$ cat config.mk
export PLATFORM = sky130hd
export DESIGN_NAME = fpcvt_arb
export DESIGN_NICKNAME = d
export VERILOG_FILES = /design/src/rtl/fpcvt_pkg.sv /design/src/rtl/fpcvt_core.sv /design/src/rtl/fpcvt_arb.sv
export SDC_FILE = /design/constraint.sdc
export NUM_CORES = 1
export LEC_CHECK = 0
export ABC_AREA = 1
export CORE_ASPECT_RATIO = 2
export CORE_MARGIN = 3
export CORE_UTILIZATION = 47
export DETAILED_ROUTE_END_ITERATION = 6
export PLACE_DENSITY = 0.83
export SYNTH_ARGS = -nofsm -noshare
export SYNTH_HDL_FRONTEND = slang
export SYNTH_HIERARCHICAL = 1
export SYNTH_SLANG_ARGS = --single-unit
$ cat constraint.sdc
create_clock -name clk -period 3.6 [get_ports clk]
set_input_delay 0.54 -clock clk [delete_from_list [all_inputs] [get_ports clk]]
set_output_delay 0.54 -clock clk [all_outputs]
set_load 0.05 [all_outputs]
$ cat src/rtl/fpcvt_pkg.sv
// Shared widths and the 8-bit mini-float result type for the sample converter.
package fpcvt_pkg;

   localparam int unsigned IN_W    = 12;
   localparam int unsigned FP_W    = 8;
   localparam int unsigned EXP_W   = 3;
   localparam int unsigned SIG_W   = 4;
   localparam int unsigned LZ_W    = 4;
   localparam int unsigned NORM_LZ = IN_W - SIG_W;
   localparam int unsigned EXP_MAX = (1 << EXP_W) - 1;

   typedef struct packed {
      logic             sign;
      logic [EXP_W-1:0] exp;
      logic [SIG_W-1:0] sig;
   } fp_t;

endpackage

$ cat src/rtl/fpcvt_core.sv
// Combinational 12-bit two's-complement to sign/3-bit exp/4-bit significand converter
// with half-up rounding on magnitude and saturation at the top of the range.
module fpcvt_core
   import fpcvt_pkg::*;
(
   input  logic [IN_W-1:0] i_data,
   output fp_t             o_fp_c
);

   logic [IN_W-1:0] w_mag;
   logic [IN_W-1:0] w_norm;
   logic [LZ_W-1:0] w_lz;
   logic [EXP_W:0]  w_exp;
   logic [SIG_W:0]  w_sig;

   // Magnitude; the most negative input has no positive twin and clamps to max
   always_comb begin
      w_mag = i_data;
      if (i_data[IN_W-1]) begin
         if (i_data == {1'b1, {(IN_W-1){1'b0}}})
            w_mag = {1'b0, {(IN_W-1){1'b1}}};
         else
            w_mag = ~i_data + IN_W'(1);
      end
   end

   always_comb begin
      w_lz = LZ_W'(IN_W);
      for (int unsigned i = 0; i < IN_W; i++) begin
         if (w_mag[i]) w_lz = LZ_W'(IN_W - 1 - i);
      end
   end

   always_comb begin
      w_norm = w_mag << w_lz;
      w_exp  = '0;
      w_sig  = '0;
      if (w_lz >= LZ_W'(NORM_LZ)) begin
         w_sig = {1'b0, w_mag[SIG_W-1:0]};
      end else begin
         w_exp = (EXP_W+1)'(NORM_LZ) - (EXP_W+1)'(w_lz);
         w_sig = {1'b0, w_norm[IN_W-1 -: SIG_W]} + (SIG_W+1)'(w_norm[IN_W-SIG_W-1]);
         if (w_sig[SIG_W]) begin
            w_sig = (SIG_W+1)'(1) << (SIG_W - 1);
            w_exp = w_exp + (EXP_W+1)'(1);
         end
         if (w_exp > (EXP_W+1)'(EXP_MAX)) begin
            w_exp = (EXP_W+1)'(EXP_MAX);
            w_sig = {1'b0, {SIG_W{1'b1}}};
         end
      end
      o_fp_c.sign = i_data[IN_W-1];
      o_fp_c.exp  = w_exp[EXP_W-1:0];
      o_fp_c.sig  = w_sig[SIG_W-1:0];
   end

endmodule

$ cat src/rtl/fpcvt_arb.sv
// Round-robin arbiter feeding a two-stage pipeline (sample register, result register)
// around the combinational converter; one result per cycle under no backpressure.
module fpcvt_arb
   import fpcvt_pkg::*;
#(
   parameter  int unsigned NREQ = 4,
   localparam int unsigned IDW  = $clog2(NREQ)
)
(
   input  logic                 clk,
   input  logic                 rst_n,
   input  logic [NREQ-1:0]      req_valid,
   input  logic [NREQ*IN_W-1:0] req_data,
   output logic [NREQ-1:0]      req_ready,
   output logic                 out_valid,
   input  logic                 out_ready,
   output logic [FP_W-1:0]      out_fp,
   output logic [IDW-1:0]       out_id
);

   logic            r_a_valid;
   logic [IN_W-1:0] r_a_data;
   logic [IDW-1:0]  r_a_id;
   logic            r_b_valid;
   fp_t             r_b_fp;
   logic [IDW-1:0]  r_b_id;
   logic [IDW-1:0]  r_ptr;

   logic            w_b_load;
   logic            w_a_acc;
   logic            w_gnt_any;
   logic            w_take;
   logic [IDW-1:0]  w_gnt_id;
   logic [IN_W-1:0] w_gnt_data;
   fp_t             w_fp;

   // out_ready reaches the request side only through the stage-B load term
   assign w_b_load = !r_b_valid || out_ready;
   assign w_a_acc  = !r_a_valid || w_b_load;

   // First valid requester at or after the pointer, wrapping modulo NREQ
   always_comb begin
      logic [IDW-1:0] idx;
      w_gnt_any = 1'b0;
      w_gnt_id  = r_ptr;
      for (int unsigned k = 0; k < NREQ; k++) begin
         idx = r_ptr + IDW'(k);
         if (!w_gnt_any && req_valid[idx]) begin
            w_gnt_any = 1'b1;
            w_gnt_id  = idx;
         end
      end
   end

   assign w_take     = w_a_acc && w_gnt_any;
   assign w_gnt_data = req_data[32'(w_gnt_id) * IN_W +: IN_W];

   always_comb begin
      req_ready = '0;
      if (rst_n && w_take) req_ready[w_gnt_id] = 1'b1;
   end

   fpcvt_core u_core (
      .i_data (r_a_data),
      .o_fp_c (w_fp)
   );

   always_ff @(posedge clk or negedge rst_n) begin
      if (!rst_n) begin
         r_a_valid <= 1'b0;
         r_a_data  <= '0;
         r_a_id    <= '0;
         r_b_valid <= 1'b0;
         r_b_fp    <= '0;
         r_b_id    <= '0;
         r_ptr     <= '0;
      end else begin
         if (w_b_load) begin
            r_b_valid <= r_a_valid;
            if (r_a_valid) begin
               r_b_fp <= w_fp;
               r_b_id <= r_a_id;
            end
         end
         if (w_a_acc) r_a_valid <= w_gnt_any;
         if (w_take) begin
            r_a_data <= w_gnt_data;
            r_a_id   <= w_gnt_id;
            r_ptr    <= w_gnt_id + IDW'(1);
         end
      end
   end

   assign out_valid = r_b_valid;
   assign out_fp    = r_b_fp;
   assign out_id    = r_b_id;

endmodule
==> results.tsv, run 1 <==
stage	metric	value	unit
sta	final max-slew violation count	0	
worst_setup_path	R2R depth	30	
sta	Worst slew margin	58.8	%
worst_setup_path	register-to-register path setup slack	0.15	ns
clock_network	hold-fix buffers at CTS	0	
worst_setup_path	critical path endpoint category	register	
drt	post-route ant nets	0	
synthesis	synthesized instance count	533	
clock_network	TritonCTS clock tree	yes	
worst_setup_path	largest fanout on the critical path	7	
clock_network	clock sink total	28	
drt	initial detailed-routing violation count	160	
drt	1st-pass router iterations	4	
layout	final design area excluding fillers	4350	um^2
placement	instance area at placement	4100	um^2
drt	via total after detailed routing	3716	
layout	fraction of layout instances using a drive strength above 1	19.7	%
min_path	Worst Hold Path EP	out_valid	
worst_setup_path	Reg-to-Reg End	out_fp[2]	
drt	WL final	9150	um
drt	routed len/inst	13.1	um
die	Core Region	6730	um^2
synthesis	count of yosys warnings during synthesis	6	
drt	drt drc	0	
min_path	Hold Crit Start	r_a_valid	
worst_setup_path	Setup crit start kind	register	
synthesis	syn_nets	593	
placement	Port Buffer Count	69	
worst_setup_path	cell type of the slowest stage on the worst timing path	sky130_fd_sc_hd__dfrtp_1	
die	Die Footprint	8140	um^2
drt	detailed-route vias per instance	5.32	
sta	minimum clock period	3.45	ns
sta	total count of hold-check failures in the final report	0	
synthesis	average cell area after synthesis	6.21	um^2
placement	HPWL Detailed	7210	um
worst_setup_path	Crit Path Class	reg2reg	
sta	worst-margin pin slew	0.617	ns
global_route	wire length of the first global-routing pass	15200	um
job	max-cap check violation count	0	
die	die outline height	125	um
die	top-level port count	70	
worst_setup_path	worst flop-to-flop path startpoint	r_a_data[1]	
global_route	pin count of the biggest net entering global routing	29	
die	Row Count	42	
synthesis	total of flip-flops plus latches after synthesis	28	
min_path	instance count along the most critical hold path	2	
layout	fill cell total of the finished layout	650	
synthesis	summed instance area of the synthesized netlist	3310	um^2
clock_network	CTS clk-pin slew, worst paths	0.07	ns
clock_network	deepest level of the CTS H-tree	1	
layout	fraction of the core area covered by cells at the end of the flow	64.7	%
layout	Nets	670	
sta	Final Cycle Share	95.8	%
clock_network	clk root buf	sky130_fd_sc_hd__clkbuf_16	
global_route	via count of the first global-routing pass	3627	
global_route	total grt overflow	0	
clock_network	Worst-Skew Late Latency	0.26	ns
clock_network	number of buffers added by the clock tree synthesis step	3	
min_path	path type of the worst min-delay path	reg2reg	
sta	f_max	0.290	GHz
layout	synthesis-to-finish area growth	31.6	%
sta	Post-Route Skew	0.00468	ns
placement	final weighted congestion of routability-driven global placement	0.944	
worst_setup_path	cell seen most often among critical-path stages	sky130_fd_sc_hd__nand2_1	
synthesis	number of unique standard cell types used by synthesis	42	
die	starting density of the core	49.2	%
worst_setup_path	critical path arrival	3.60	ns
global_route	initial antenna violation count	0	
die	horizontal die dimension	65.3	um
global_route	global-route total usage across every layer	22.4	%
sta	total of endpoints with negative setup slack in the final report	0	
synthesis	sequential area share after synthesis	21.2	%
run_status	outcome	finished, final reports clean	
worst_setup_path	required time at the worst-slack endpoint	3.75	ns
worst_setup_path	longest individual stage delay on the worst path	0.42	ns
clock_network	CTS max path bufs	2	
[logic make-up after synthesis]
kind of cell | count (synthesis) | share of synthesized area (%)
buffers and inverters | 64 | 9.98
XOR/XNOR | 5 | 1.32
AND/OR/NAND/NOR | 393 | 56.2
AO/OA/AOI/OAI | 29 | 6.35
flip-flops | 28 | 21.2
adder cells (fa/ha/maj) | 5 | 1.89
multiplexers | 9 | 3.06
[sequential cells by signal, summed over array words and instances (netlist names)]
| signal | flops |
|---|---|
| r_a_valid | 1 |
| r_ptr | 2 |
| out_valid | 1 |
| out_id | 2 |
| r_a_id | 2 |
| r_a_data | 12 |
| out_fp | 8 |
[area by class of cell]
class	count	area (um^2)	area share [%]
clock inverter	1	30.0	0.690
antenna	1	2.50	0.0575
inverter	44	173	3.97
sequential	28	701	16.1
timing repair buffer	91	900	20.7
clock buffer	3	75.1	1.72
multi-input combinational	442	2360	54.3
tap	88	110	2.53
[through the flow]
step | hold WS (ns) | cells | TNS, ns | setup slack, ns
after floorplan | 0.244 | 533 | 0 | 0.190
final | 0.489 | 698 | 0 | 0.152
after global routing | 0.512 | 697 | -0.0978 | -0.0480
after detailed placement | 0.476 | 684 | -0.110 | -0.0337
after global placement | 0.463 | 684 | 0 | 0.0866
after CTS | 0.494 | 688 | 0 | 0.00718
[layout by cell type (no fill, tap or decap), drive strengths merged]
cell           synthesis  layout
nand2                245     246
nand3                 93      93
clkdlybuf4s50          0      65
nor2                  43      43
inv                   41      41
dfrtp                 28      28
buf                   19      26
o21ai                 15      15
mux2                   9       9
a21oi                  7       7
nor3                   5       5
nand4                  5       5
ha                     5       5
clkinv                 3       3
clkbuf                 1       3
xor2                   3       3
xnor2                  2       2
o211ai                 2       2
o31ai                  2       2
diode                  0       1
o21bai                 1       1
bufinv                 0       1
and2                   1       1
o21a                   1       1
a21boi                 1       1
nand3b                 1       1
[Yosys cell counts (all sizes together)]
cell type	count	area (um^2)
a21boi	1	18.8
a21oi	7	35.0
and2	1	6.26
buf	19	154
clkbuf	1	3.75
clkinv	3	11.3
dfrtp	28	701
ha	5	62.6
inv	41	161
mux2	9	101
nand2	245	1030
nand3	93	485
nand3b	1	7.51
nand4	5	58.8
nor2	43	233
nor3	5	40.0
o211ai	2	15.0
o21a	1	7.51
o21ai	15	97.6
o21bai	1	7.51
o31ai	2	28.8
xnor2	2	17.5
xor2	3	26.3
[how the worst max path moves through the flow]
stage	from	to	slack (ns)	cells past startpoint
2_1_floorplan	r_a_data[0]	out_fp[5]	0.19	29
3_3_place_gp	r_a_data[1]	out_fp[2]	0.09	30
3_5_place_dp	r_a_data[1]	out_fp[5]	-0.03	30
4_1_cts	r_a_data[1]	out_fp[5]	0.007	30
5_1_grt	r_a_data[1]	out_fp[2]	-0.05	24
6_report	r_a_data[1]	out_fp[2]	0.15	30
[critical path: cells and delay by family, from the launching register on]
family | cells | cell delay, ns
AOI/OAI and AO/OA | 3 | 0.30
adders and majority gates | 3 | 0.59
buffers and inverters | 1 | 0.08
DFF | 1 | 0.42
muxes | 1 | 0.25
and+or+nand+nor | 22 | 1.71
[layer usage]
layer	routed length (um)	part of all wire (%)	track usage [%]	up-vias
li1	-	-	-	1860
met1	3150	34	22.0	1699
met2	5280	58	44.5	125
met3	350	3.8	2.44	32
met4	371	4.1	8.80	0
met5	0	0	0	-
[what timing repair did]
| action | CTS | global route |
|---|---|---|
| buffers inserted | 0 | 8 |
| pin swaps | 0 | 6 |
| setup endpoints to repair | 6 | 7 |
| gates resized for setup | 1 | 18 |
| cloned | 0 | 1 |
Power of run 1 is not shown: default switching activity piles up to over one toggle a cycle in this logic, so the estimate is an artifact.
==> run 2, diff against run 1 <==
Settings changed: GPL_ROUTABILITY_DRIVEN from default to 0.
==> results of run 2 <==
Same layout as run 1: the final DEF is identical, and so are final timing and power.
Power of run 2 is left out for the same reason.
